==> config.mk <==
export PLATFORM = sky130hd
export DESIGN_NAME = mem_hex_dumper
export DESIGN_NICKNAME = d
export VERILOG_FILES = /design/src/rtl/mem_hex_dumper.sv
export SDC_FILE = /design/constraint.sdc
export NUM_CORES = 1
export LEC_CHECK = 0
export BUFFER_PORTS_ARGS = -buffer_cell sky130_fd_sc_hd__buf_2
export CAP_MARGIN = 20
export CORE_MARGIN = 2
export CORE_UTILIZATION = 40
export DETAILED_ROUTE_END_ITERATION = 6
export SYNTH_ARGS = -nofsm -noshare
export SYNTH_HDL_FRONTEND = slang
export SYNTH_SLANG_ARGS = --single-unit
==> constraint.sdc <==
create_clock -name clk -period 4.66 [get_ports clk]
set_input_delay 0.932 -clock clk [delete_from_list [all_inputs] [get_ports clk]]
set_output_delay 0.932 -clock clk [all_outputs]
set_load 0.01 [all_outputs]
==> src/rtl/mem_hex_dumper.sv <==
// Memory dump engine: reads an inclusive address range over the synchronous read
// port and streams it as ASCII hex lines ("AAAA: hh hh ..\n") through valid/ready.
module mem_hex_dumper #(
  parameter int ADDR_WIDTH     = 16,
  parameter int DATA_WIDTH     = 8,
  parameter int BYTES_PER_LINE = 16,
  parameter int UPPERCASE      = 1
) (
  input  logic                  clk,
  input  logic                  reset,
  input  logic                  start,
  input  logic [ADDR_WIDTH-1:0] start_addr,
  input  logic [ADDR_WIDTH-1:0] end_addr,
  output logic                  busy,
  output logic                  done,
  output logic                  mem_rd_en,
  output logic [ADDR_WIDTH-1:0] mem_addr,
  input  logic [DATA_WIDTH-1:0] mem_rdata,
  output logic                  char_valid,
  output logic [7:0]            char_data,
  input  logic                  char_ready
);

  localparam int NIB = ADDR_WIDTH / 4;

  typedef enum logic [3:0] {
    S_IDLE, S_PFX, S_COLON, S_SP, S_RD, S_WT, S_HI, S_LO, S_SEP, S_DONE
  } state_t;

  state_t                  state_q, state_d;
  logic [ADDR_WIDTH-1:0]   addr_q, addr_d;
  logic [ADDR_WIDTH-1:0]   remain_q, remain_d;  // bytes left after the current one
  logic [7:0]              line_q, line_d;
  logic [7:0]              nib_q, nib_d;
  logic [DATA_WIDTH-1:0]   byte_q, byte_d;
  logic                    busy_q, busy_d, done_q, done_d;
  logic                    rd_en_q, rd_en_d, cv_q, cv_d;
  logic [ADDR_WIDTH-1:0]   maddr_q, maddr_d;
  logic [7:0]              cd_q, cd_d;
  logic                    hs;
  int                      sh;
  logic [ADDR_WIDTH-1:0]   pfx_shift;

  function automatic logic [7:0] hex(input logic [3:0] n);
    if (n < 4'd10) return 8'h30 + {4'h0, n};
    return ((UPPERCASE != 0) ? 8'h37 : 8'h57) + {4'h0, n};
  endfunction

  assign hs = cv_q & char_ready;

  always_comb begin
    state_d  = state_q;
    addr_d   = addr_q;
    remain_d = remain_q;
    line_d   = line_q;
    nib_d    = nib_q;
    byte_d   = byte_q;
    case (state_q)
      S_IDLE: if (start) begin
        state_d  = S_PFX;
        addr_d   = start_addr;
        remain_d = end_addr - start_addr;
        line_d   = 8'd0;
        nib_d    = 8'd0;
      end
      S_PFX: if (hs) begin
        if (nib_q == 8'(NIB - 1)) state_d = S_COLON;
        else nib_d = nib_q + 8'd1;
      end
      S_COLON: if (hs) state_d = S_SP;
      S_SP:    if (hs) state_d = S_RD;
      S_RD:    state_d = S_WT;
      S_WT: begin
        byte_d  = mem_rdata;
        state_d = S_HI;
      end
      S_HI: if (hs) state_d = S_LO;
      S_LO: if (hs) state_d = S_SEP;
      S_SEP: if (hs) begin
        if (remain_q == '0) state_d = S_DONE;
        else begin
          addr_d   = addr_q + 1'b1;
          remain_d = remain_q - 1'b1;
          if (line_q == 8'(BYTES_PER_LINE - 1)) begin
            line_d  = 8'd0;
            nib_d   = 8'd0;
            state_d = S_PFX;
          end else begin
            line_d  = line_q + 8'd1;
            state_d = S_RD;
          end
        end
      end
      S_DONE:  state_d = S_IDLE;
      default: state_d = S_IDLE;
    endcase

    // Outputs are derived from the next state so they register alongside it.
    sh        = 4 * (NIB - 1 - int'(nib_d));
    pfx_shift = addr_d >> sh;
    busy_d    = (state_d != S_IDLE);
    done_d    = (state_d == S_DONE);
    rd_en_d   = (state_d == S_RD);
    maddr_d   = (state_d == S_RD) ? addr_d : '0;
    cv_d      = 1'b0;
    cd_d      = cd_q;
    case (state_d)
      S_PFX:   begin cv_d = 1'b1; cd_d = hex(pfx_shift[3:0]); end
      S_COLON: begin cv_d = 1'b1; cd_d = 8'h3A; end
      S_SP:    begin cv_d = 1'b1; cd_d = 8'h20; end
      S_HI:    begin cv_d = 1'b1; cd_d = hex(byte_d[7:4]); end
      S_LO:    begin cv_d = 1'b1; cd_d = hex(byte_d[3:0]); end
      S_SEP: begin
        cv_d = 1'b1;
        cd_d = ((line_d == 8'(BYTES_PER_LINE - 1)) || (remain_d == '0)) ? 8'h0A : 8'h20;
      end
      default: ;
    endcase
  end

  always_ff @(posedge clk or posedge reset) begin
    if (reset) begin
      state_q  <= S_IDLE;
      addr_q   <= '0;
      remain_q <= '0;
      line_q   <= '0;
      nib_q    <= '0;
      byte_q   <= '0;
      busy_q   <= 1'b0;
      done_q   <= 1'b0;
      rd_en_q  <= 1'b0;
      maddr_q  <= '0;
      cv_q     <= 1'b0;
      cd_q     <= 8'h00;
    end else begin
      state_q  <= state_d;
      addr_q   <= addr_d;
      remain_q <= remain_d;
      line_q   <= line_d;
      nib_q    <= nib_d;
      byte_q   <= byte_d;
      busy_q   <= busy_d;
      done_q   <= done_d;
      rd_en_q  <= rd_en_d;
      maddr_q  <= maddr_d;
      cv_q     <= cv_d;
      cd_q     <= cd_d;
    end
  end

  assign busy       = busy_q;
  assign done       = done_q;
  assign mem_rd_en  = rd_en_q;
  assign mem_addr   = maddr_q;
  assign char_valid = cv_q;
  assign char_data  = cd_q;

endmodule
# Word level (Yosys, flattened, before mapping)
# Index checks and enable logic that the tools add are counted.
[op_classes]
add_sub_neg = 12
n_mul = 0
div = 0
n_lt_le_gt_ge = 3
eq_ne = 19
n_shift = 1
muxes = 48
n_bitwise = 1
reduce_logical = 7
[ops]
columns = ["cell", "count"]
rows = [
  ["8-bit two-way mux", 17],
  ["16-bit two-way mux", 7],
  ["16-bit case mux with 2 select lines", 2],
  ["8-bit case mux with 6 select lines", 1],
  ["6-bit by 4-bit adder with 7-bit output, first input constant", 6],
  ["4-bit two-way mux", 9],
  ["4-bit case mux with 9 select lines", 1],
  ["16-bit zero test", 2],
  ["16-bit by 32-bit >> shifter with 4-bit output", 1],
  ["4-bit by 3-bit equality test with 1-bit output, second input constant", 7],
  ["8-bit case mux with 3 select lines", 1],
  ["16-bit by 1-bit adder with 16-bit output, second input constant", 1],
  ["8-bit by 1-bit adder with 8-bit output, second input constant", 2],
  ["4-bit by 2-bit equality test with 1-bit output, second input constant", 4],
  ["8-bit by 4-bit equality test with 1-bit output, second input constant", 2],
  ["8-bit case mux with 2 select lines", 1],
  ["16-bit by 1-bit subtractor with 16-bit output, second input constant", 1],
  ["16-bit subtractor", 1],
  ["4-bit equality test, second input constant", 3],
  ["4-bit < comparator, second input constant", 3],
  ["2-bit by 8-bit subtractor with 9-bit output, first input constant", 1],
  ["4-bit by 1-bit equality test with 1-bit output, second input constant", 2],
  ["8-bit by 2-bit equality test with 1-bit output, second input constant", 1],
  ["1-bit two-way mux", 7],
  ["8 further kinds", 8],
]
[totals]
register_bits = 88
latch_bits = 0
ramBits = 0
mem_bits_ro = 0
in_bits = 44
out_inout_bits = 28
memories = 0

# Logic depth before layout (Yosys ltp)
# Gate-level depths: netlist (run 1).
[depth]
depth_word = 12
depth_mapped = 19

# Worst setup path after synthesis (run 1)
# OpenSTA, ideal clock, no wires.
[synth_path]
path_kind = "in2reg"
start = "input port char_ready"
end = "register cd_q[1], in the netlist char_data[1]"
t_arrival_ns = 4.054
slack_ns = 0.482
stages = 16
cell_sequence = "and2_1 clkbuf_1 clkbuf_1 a31oi_1 a31oi_1 inv_1 ha_1 nand2b_1 a21oi_1 nand4b_1 nor4_2 o21ai_0 ha_1 nand2_1 a41o_1 o31a_1"
[synth_via]
elab_chain_cells = 10
[synth_lines]
columns = ["item", "line", "rtl"]
rows = [
  ["start, declared", "21", "input logic char_ready"],
  ["1-bit AND (*)", "49", "assign hs = cv_q & char_ready;"],
  ["8-bit two-way mux (on tied branches)", "79, 66", ""],
  ["8-bit case mux with 3 select lines (*)", "58", "case (state_q)"],
  ["net nib_d[2]", "34", "logic [7:0] nib_q, nib_d;"],
  ["2-bit by 8-bit subtractor with 9-bit output (*)", "99", "sh = 4 * (NIB - 1 - int'(nib_d));"],
  ["16-bit by 32-bit >> shifter with 4-bit output (*)", "100", "pfx_shift = addr_d >> sh;"],
  ["4-bit < comparator", "45", "if (n < 4'd10) return 8'h30 + {4'h0, n};"],
  ["1-bit two-way mux", "45", ""],
  ["1-bit two-way mux", "107", "case (state_d)"],
  ["8-bit two-way mux (*)", "46", "return ((UPPERCASE != 0) ? 8'h37 : 8'h57) + {4'h0, n};"],
  ["8-bit case mux with 6 select lines (*)", "107", ""],
  ["end signal, assigned", "134", "cd_q <= 8'h00;"],
  ["end signal, assigned", "147", "cd_q <= cd_d;"],
  ["end, declared", "39", "logic [7:0] cd_q, cd_d;"],
]
# Mark *: on every way through the listed nets, which the timed path passes. The rest lies on a longest branch. The select of a mux whose other input is x is not followed.
# A chain may end at the register's enable or synchronous reset.

# Worst setup path in the final report (run 1)
[layout_path]
start = "register state_q[0]"
end = "register cd_q[1], in the netlist char_data[1]"
[layout_via]
elab_chain_cells = 9
[layout_lines]
columns = ["item", "line", "rtl"]
rows = [
  ["start, declared", "30", "state_t state_q, state_d;"],
  ["start signal, assigned", "136", "state_q <= state_d;"],
  ["4-bit equality test (tied with other cells)", "58", ""],
  ["8-bit case mux with 3 select lines (*)", "58", ""],
  ["net nib_d[3]", "34", ""],
  ["2-bit by 8-bit subtractor with 9-bit output (*)", "99", ""],
  ["16-bit by 32-bit >> shifter with 4-bit output (*)", "100", ""],
  ["4-bit < comparator", "45", ""],
  ["1-bit two-way mux", "45", ""],
  ["1-bit two-way mux", "107", ""],
  ["8-bit two-way mux (*)", "46", ""],
  ["8-bit case mux with 6 select lines (*)", "107", ""],
]
# Marks and branches as above.

==> flow_summary.toml, run 1 <==
[status]
status = "completed"

[sta]
fin_crit_sh_pct = 89.43
skew_ns = 0.008883
fin_setup_tns_ns = 0
slew_viol_final = 0
setup_viol = 0
finalHoldViolCount = 0
whs_ns = 0.4848
fin_crit_ns = 4.167
worst_slew_pin_slew_ns = 0.7614
slew_headroom_pct = 49.10
fmax_mhz = 240.0
fin_ws_ns = 0.4928
grt_setup_unrepaired = "false"

[route]
vias = 5864
firstDrtPassIters = 5
initialDrtViolationCount = 575
drc = 0
ant_nets = 0
avgViaCountPerCell = 6.052
wl_mm = 18.19
routedWlPerCell_microns = 18.77

[cts]
clkLatencyLatePin_ns = 0.35
clock_path_buffers = 2
cts_inserted_buffers = 9
cts_resized = 0
cts_tree = "built"
cts-htree-levels = 3
clock-sinks = 87
ctsHoldBuffers = 0
clkTransAtPathRegs_ns = 0.07
clockRootBuffer = "clkbuf_16"
post_cts_buffers = 0

[yosys]
synthAdderAreaFrac_pct = 5.046
syn-instance-count = 702
synth-compound-area-share_pct = 24.31
synth_nets = 770
netlist_area_sq_mm = 0.006100
synth_ff_type = "dfrtp_1"
synthMuxAreaShare_pct = 4.595
yosysSeqAreaShare_pct = 35.69
synth_xor_area_share_pct = 2.872
yosys-top-cells-area = "dfrtp_1 36%, ha_1 4.7%, mux2i_1 3.6%, nor2_1 3.5%, nand2_1 3.4%"
yosysTopAreaCellShare_pct = 35.69
yosys.area.top_type = "dfrtp_1"
syn-mean-instance-area_sq_um = 8.689
synthArstFlopShare_pct = 100.0
ys_seq_elements = 87
synthDistinctLibCells = 80
synth_top_family_by_area = "compound AO/OA/AOI/OAI gates"
yosys.area_share.simple_pct = 22.34
synth_edf_count = 0
yosysWarnings = 0

[layout]
layout-drive-gt1-share_pct = 17.03
antenna_cells = 0
final-instance-count-excl-fill = 969
multi_input_area_sq_mm = 0.003612
area_growth_syn_to_layout_pct = 15.41
fin_nets = 845
seqCellArea_sq_mm = 0.002177
fillerInstances = 1474

[power_and_ir_drop]
p_leak_nw = 3.254
power.density_mw_per_mm2 = 569.7
max-vdd-ir-drop_v = 0.0003242

[worst_setup_path]
worstPathRequired_ns = 4.90
rrSetupSlack_ns = 0.49
crit_path_max_fanout = 13
rr_worst_depth = 17
r2r-start = "state_q[0]$_DFF_PP0_"
critPathKind = "reg -> reg"
arrival_ns = 4.41
endpoint_kind = "flip-flop"
reg2reg_to = "char_data[1]$_DFFE_PP0P_"
start_kind = "flip-flop"

[place]
place_ws_ns = 0.4265
dp_cells = 953
hpwlAfterDp_mm = 13.69
gp_congestion = 0.9570
portBuffers = 70

[die]
io_pins = 72
design.core.area_sq_mm = 0.01503
fp-row-count = 45
die_width_microns = 127.5
die_h_microns = 127.5
initial_core_util_pct = 40.57
dieArea_sq_mm = 0.01625

[global_route]
grt_usage_pct = 22.82
grt_pass1_wl_mm = 29.30
grt_pass1_vias = 5621
grt_start_max_net_pins = 60
grt.overflow.total = 0
antenna_found_initial = 0

[job]
cap_viol_max_count = 0

[min_path]
worstHoldPathType = "in -> async"
-- metal layers --
metal | routed length (microns) | part of all wire [%] | up-vias | track usage [%]
met2 | 8086 | 44 | 244 | 35.23
met5 | 0 | 0 | - | 0
met4 | 617 | 3.4 | 0 | 9.179
li1 | - | - | 2761 | -
met1 | 8337 | 46 | 2819 | 31.12
met3 | 1151 | 6.3 | 40 | 5.109
-- metrics by stage --
step	power, mW	utilization [%]	cell area [sq um]
floorplan	2.659	-	6100
global placement	3.206	44.71	6721
detailed placement	3.245	44.71	6721
CTS	3.998	46.64	7012
global route	4.313	46.82	7039
finish	4.010	46.82	7039
-- sequential cells by signal, indices dropped and copies added, names as in the netlist, 4 cells and up --
name       flops
addr_q        16
mem_addr      16
remain_q      16
byte_q         8
line_q         8
nib_q          8
char_data      7
state_q        4
-- worst max-delay path by stage --
| stage | startpoint | cells past startpoint | to |
|---|---|---|---|
| 3_5_place_dp | char_ready | 18 | char_data[1]$_DFFE_PP0P_ |
| 3_3_place_gp | char_ready | 18 | char_data[1]$_DFFE_PP0P_ |
| 4_1_cts | state_q[0]$_DFF_PP0_ | 17 | char_data[1]$_DFFE_PP0P_ |
| 5_1_grt | state_q[0]$_DFF_PP0_ | 17 | char_data[1]$_DFFE_PP0P_ |
| 2_1_floorplan | char_ready | 16 | char_data[1]$_DFFE_PP0P_ |
| 6_report | state_q[0]$_DFF_PP0_ | 17 | char_data[1]$_DFFE_PP0P_ |
-- kinds of logic after synthesis --
logic type / Yosys count
buffers and inverters: 79
xor gates and xnor gates: 20
and+or+nand+nor: 254
muxes: 27
other: 1
DFF: 87
AOI/OAI and AO/OA: 210
adders and majority gates: 24
-- critical path: stages, from the launching register on --
cell and delay (ns):
dfrtp_1 0.64, nand2b_1 0.21, or3_1 0.40, nor2_1 0.35
nand2_1 0.08, o21ai_0 0.33, inv_1 0.08, ha_1 0.29
nand2b_1 0.14, a21oi_1 0.12, nand4b_1 0.12, nor4_2 0.23
buf_4 0.21, nand2_1 0.06, ha_1 0.29, nand2_1 0.04
a41o_1 0.22, o31a_1 0.23
-- layout by cell type, fill, tap and decap left out, drive strengths merged, types with 11 or more instances in the layout --
cell,instances
nor2b,13
nand3,17
ha,23
nor2,58
nand2,56
clkbuf,12
dfrtp,87
xnor2,11
and3,12
nor3,26
or3,11
inv,51
a21oi,42
o211ai,11
a31oi,12
buf,91
mux2i,22
o21ai,45
-- final cells by class --
class	count	area share [%]
clock buffer	12	3.502
clock inverter	3	0.6221
inverter	52	2.791
multi-input combinational	536	51.32
sequential	87	30.93
tap	188	3.342
timing repair buffer	91	7.501
-- cells in the mapped netlist, types with 13 or more instances --
library cell and number:
dfrtp_1 87, nor2_1 57, nand2_1 56, inv_1 50, o21ai_0 41, a21oi_1 40
ha_1 23, nor3_1 23, mux2i_1 22, clkbuf_1 16, nand3_1 16, nor2b_1 13
-- report_power, final --
part / switching (mW) / internal, mW
combinational: 1.22 / 0.794
clock: 0.304 / 0.428
sequential: 0.246 / 1.02
Power figures use the tool's default switching activity.
==> inputs of run 2 (changes only) <==
==> constraint.sdc (replaced) <==
create_clock -name clk -period 4.1 [get_ports clk]
set_input_delay 0.82 -clock clk [delete_from_list [all_inputs] [get_ports clk]]
set_output_delay 0.82 -clock clk [all_outputs]
set_load 0.01 [all_outputs]
==> run 2 against run 1 <==
Clock-buffer cell count is 1 lower. Sequential power is 13% higher. Non-clock buffer count is 16 higher. Via count is 0.51% lower. Clock power is 3.4% higher. Flip-flop and latch count stayed put. Core utilization is 0.67 points higher. Maximum frequency is 8.5% higher. Wire length is 0.56% higher. Setup slack worse by 0.23 ns. Clock skew is 0.00060 ns higher. Sequential share of layout area is 0.44 points lower. Highest routed layer unchanged.
==> flow_summary.toml, run 2 (synthesis results as in run 1) <==
[sta]
worst_slew_pin_slew_ns = 0.6511
grt_setup_unrepaired = "false"
skew_ns = 0.009481
finalHoldViolCount = 0
slew_headroom_pct = 56.04
setup_viol = 0
fmax_mhz = 260.4
fin_crit_ns = 3.841
fin_crit_sh_pct = 93.68
slew_viol_final = 0
whs_ns = 0.4530
fin_setup_tns_ns = 0

[power_and_ir_drop]
seqPwrFrac_pct = 31.5
max-vdd-ir-drop_v = 0.0004091
p_sw_mw = 2.009
p_leak_nw = 3.314
sw_frac_of_total_pct = 43.97
power.density_mw_per_mm2 = 639.7
clkPwrFrac_pct = 16.6
p_int_mw = 2.559
p_comb_share_pct = 52.0

[route]
routedWlPerCell_microns = 18.57
vias = 5834
ant_nets = 0
initialDrtViolationCount = 485
firstDrtPassIters = 5
avgViaCountPerCell = 5.923
drc = 0
wl_mm = 18.29

[place]
portBuffers = 70
hpwlAfterDp_mm = 14.05
gp_congestion = 0.9153

[worst_setup_path]
endpoint_kind = "flip-flop"
crit_path_max_fanout = 7
start_kind = "flip-flop"
critPathKind = "reg -> reg"
arrival_ns = 4.07
worstPathRequired_ns = 4.33
rr_worst_depth = 18

[cts]
post_cts_buffers = 0
cts_inserted_buffers = 9
clock-sinks = 87
clkTransAtPathRegs_ns = 0.06
cts_tree = "built"
clkLatencyLatePin_ns = 0.35
cts-htree-levels = 3
clockRootBuffer = "clkbuf_16"
clock_path_buffers = 2

[layout]
final_core_util_pct = 47.50
multi_input_area_sq_mm = 0.003638
antenna_cells = 0
fillerInstances = 1442
seqCellArea_sq_mm = 0.002177
final_cell_mix = "87 x dfrtp_1, 70 x buf_2, 57 x nor2_1, 56 x nand2_1, 49 x inv_1"
layout-drive-gt1-share_pct = 19.07
area_growth_syn_to_layout_pct = 17.07
mostFrequentLayoutCell = "dfrtp_1"
fin_nets = 861

[global_route]
antenna_found_initial = 0
grt_usage_pct = 23.06
grt_pass1_wl_mm = 29.48
grt.overflow.total = 0
grt_start_max_net_pins = 42
grt_pass1_vias = 5605

[die]
die_h_microns = 127.5
design.core.area_sq_mm = 0.01503
die_width_microns = 127.5
initial_core_util_pct = 40.57
dieArea_sq_mm = 0.01625
fp-row-count = 45
io_pins = 72

[status]
status = "completed"

[min_path]
worstHoldPathType = "in -> async"

[job]
cap_viol_max_count = 0
[run 2: cell count changes in the layout (fill, tap and decap cells not counted), sizes merged]
cell and delta:
bufinv -1, clkinv +1, clkbuf -1, clkinvlp +1
buf +16
[run 2: power groups by stage]
stage / clock network (mW) / registers, mW / logic (mW)
after floorplan: 0 / 1.41 / 1.61
after global placement: 0 / 1.42 / 2.31
after detailed placement: 0 / 1.43 / 2.34
after CTS: 0.776 / 1.42 / 2.35
after global routing: 0.808 / 1.48 / 2.64
final: 0.757 / 1.44 / 2.37
[run 2: metrics by stage]
stage	instance area (sq um)	cells	power [mW]	setup WS, ns
finish	7141	985	4.568	0.2593
global route	7141	985	4.931	0.007953
CTS	7114	985	4.550	0.2284
detailed placement	6849	970	3.772	0.1273
global placement	6849	970	3.739	0.2628
floorplan	6100	702	3.022	0.03364
[run 2: layout make-up]
| type | count | area share, % |
|---|---|---|
| Multi-Input combinational cell | 536 | 50.95 |
| Inverter | 52 | 2.751 |
| Clock buffer | 11 | 3.399 |
| Sequential cell | 87 | 30.49 |
| Timing Repair Buffer | 107 | 8.796 |
| Clock inverter | 4 | 0.3154 |
| Tap cell | 188 | 3.294 |
[run 2: critical path, cell delays in order, from the launching register on]
cell and delay, ns:
dfrtp_1 0.46, ha_1 0.26, nand3_1 0.19, nor3_4 0.23
a21oi_1 0.15, a21o_1 0.24, o21ai_1 0.13, o21ai_0 0.12
inv_1 0.08, ha_1 0.22, nand2b_1 0.14, a21oi_1 0.11
nand4b_1 0.11, nor4_2 0.21, o21ai_0 0.22, ha_1 0.33
nand2_1 0.05, a41o_1 0.22, o31a_1 0.23
[run 2: worst paths after layout]
kind	start	slack, ns	end
worst max-delay path	line_q[0]$_DFF_PP0_	0.26	char_data[1]$_DFFE_PP0P_
worst min-delay path	reset	0.45	addr_q[0]$_DFF_PP0_
worst max register to register	line_q[0]$_DFF_PP0_	0.26	char_data[1]$_DFFE_PP0P_
worst min register to register	char_data[6]$_DFFE_PP0P_	0.52	char_data[6]$_DFFE_PP0P_
max in group asynchronous	reset	2.75	remain_q[14]$_DFF_PP0_
min in group clk	char_data[6]$_DFFE_PP0P_	0.52	char_data[6]$_DFFE_PP0P_
[run 2: repair_timing]
| item | in CTS | in global routing |
|---|---|---|
| hold buffers | 0 | 0 |
| setup endpoints to repair | 0 | 1 |
| gates resized for setup | 0 | 4 |
[run 2: per-layer routing]
| layer | part of all wire (%) | vias up | GRT usage [%] |
|---|---|---|---|
| met5 | 0 | - | 0 |
| met1 | 46 | 2817 | 32.37 |
| met4 | 1.8 | 0 | 6.917 |
| met2 | 46 | 203 | 36.62 |
| li1 | - | 2796 | - |
| met3 | 6.0 | 18 | 3.853 |
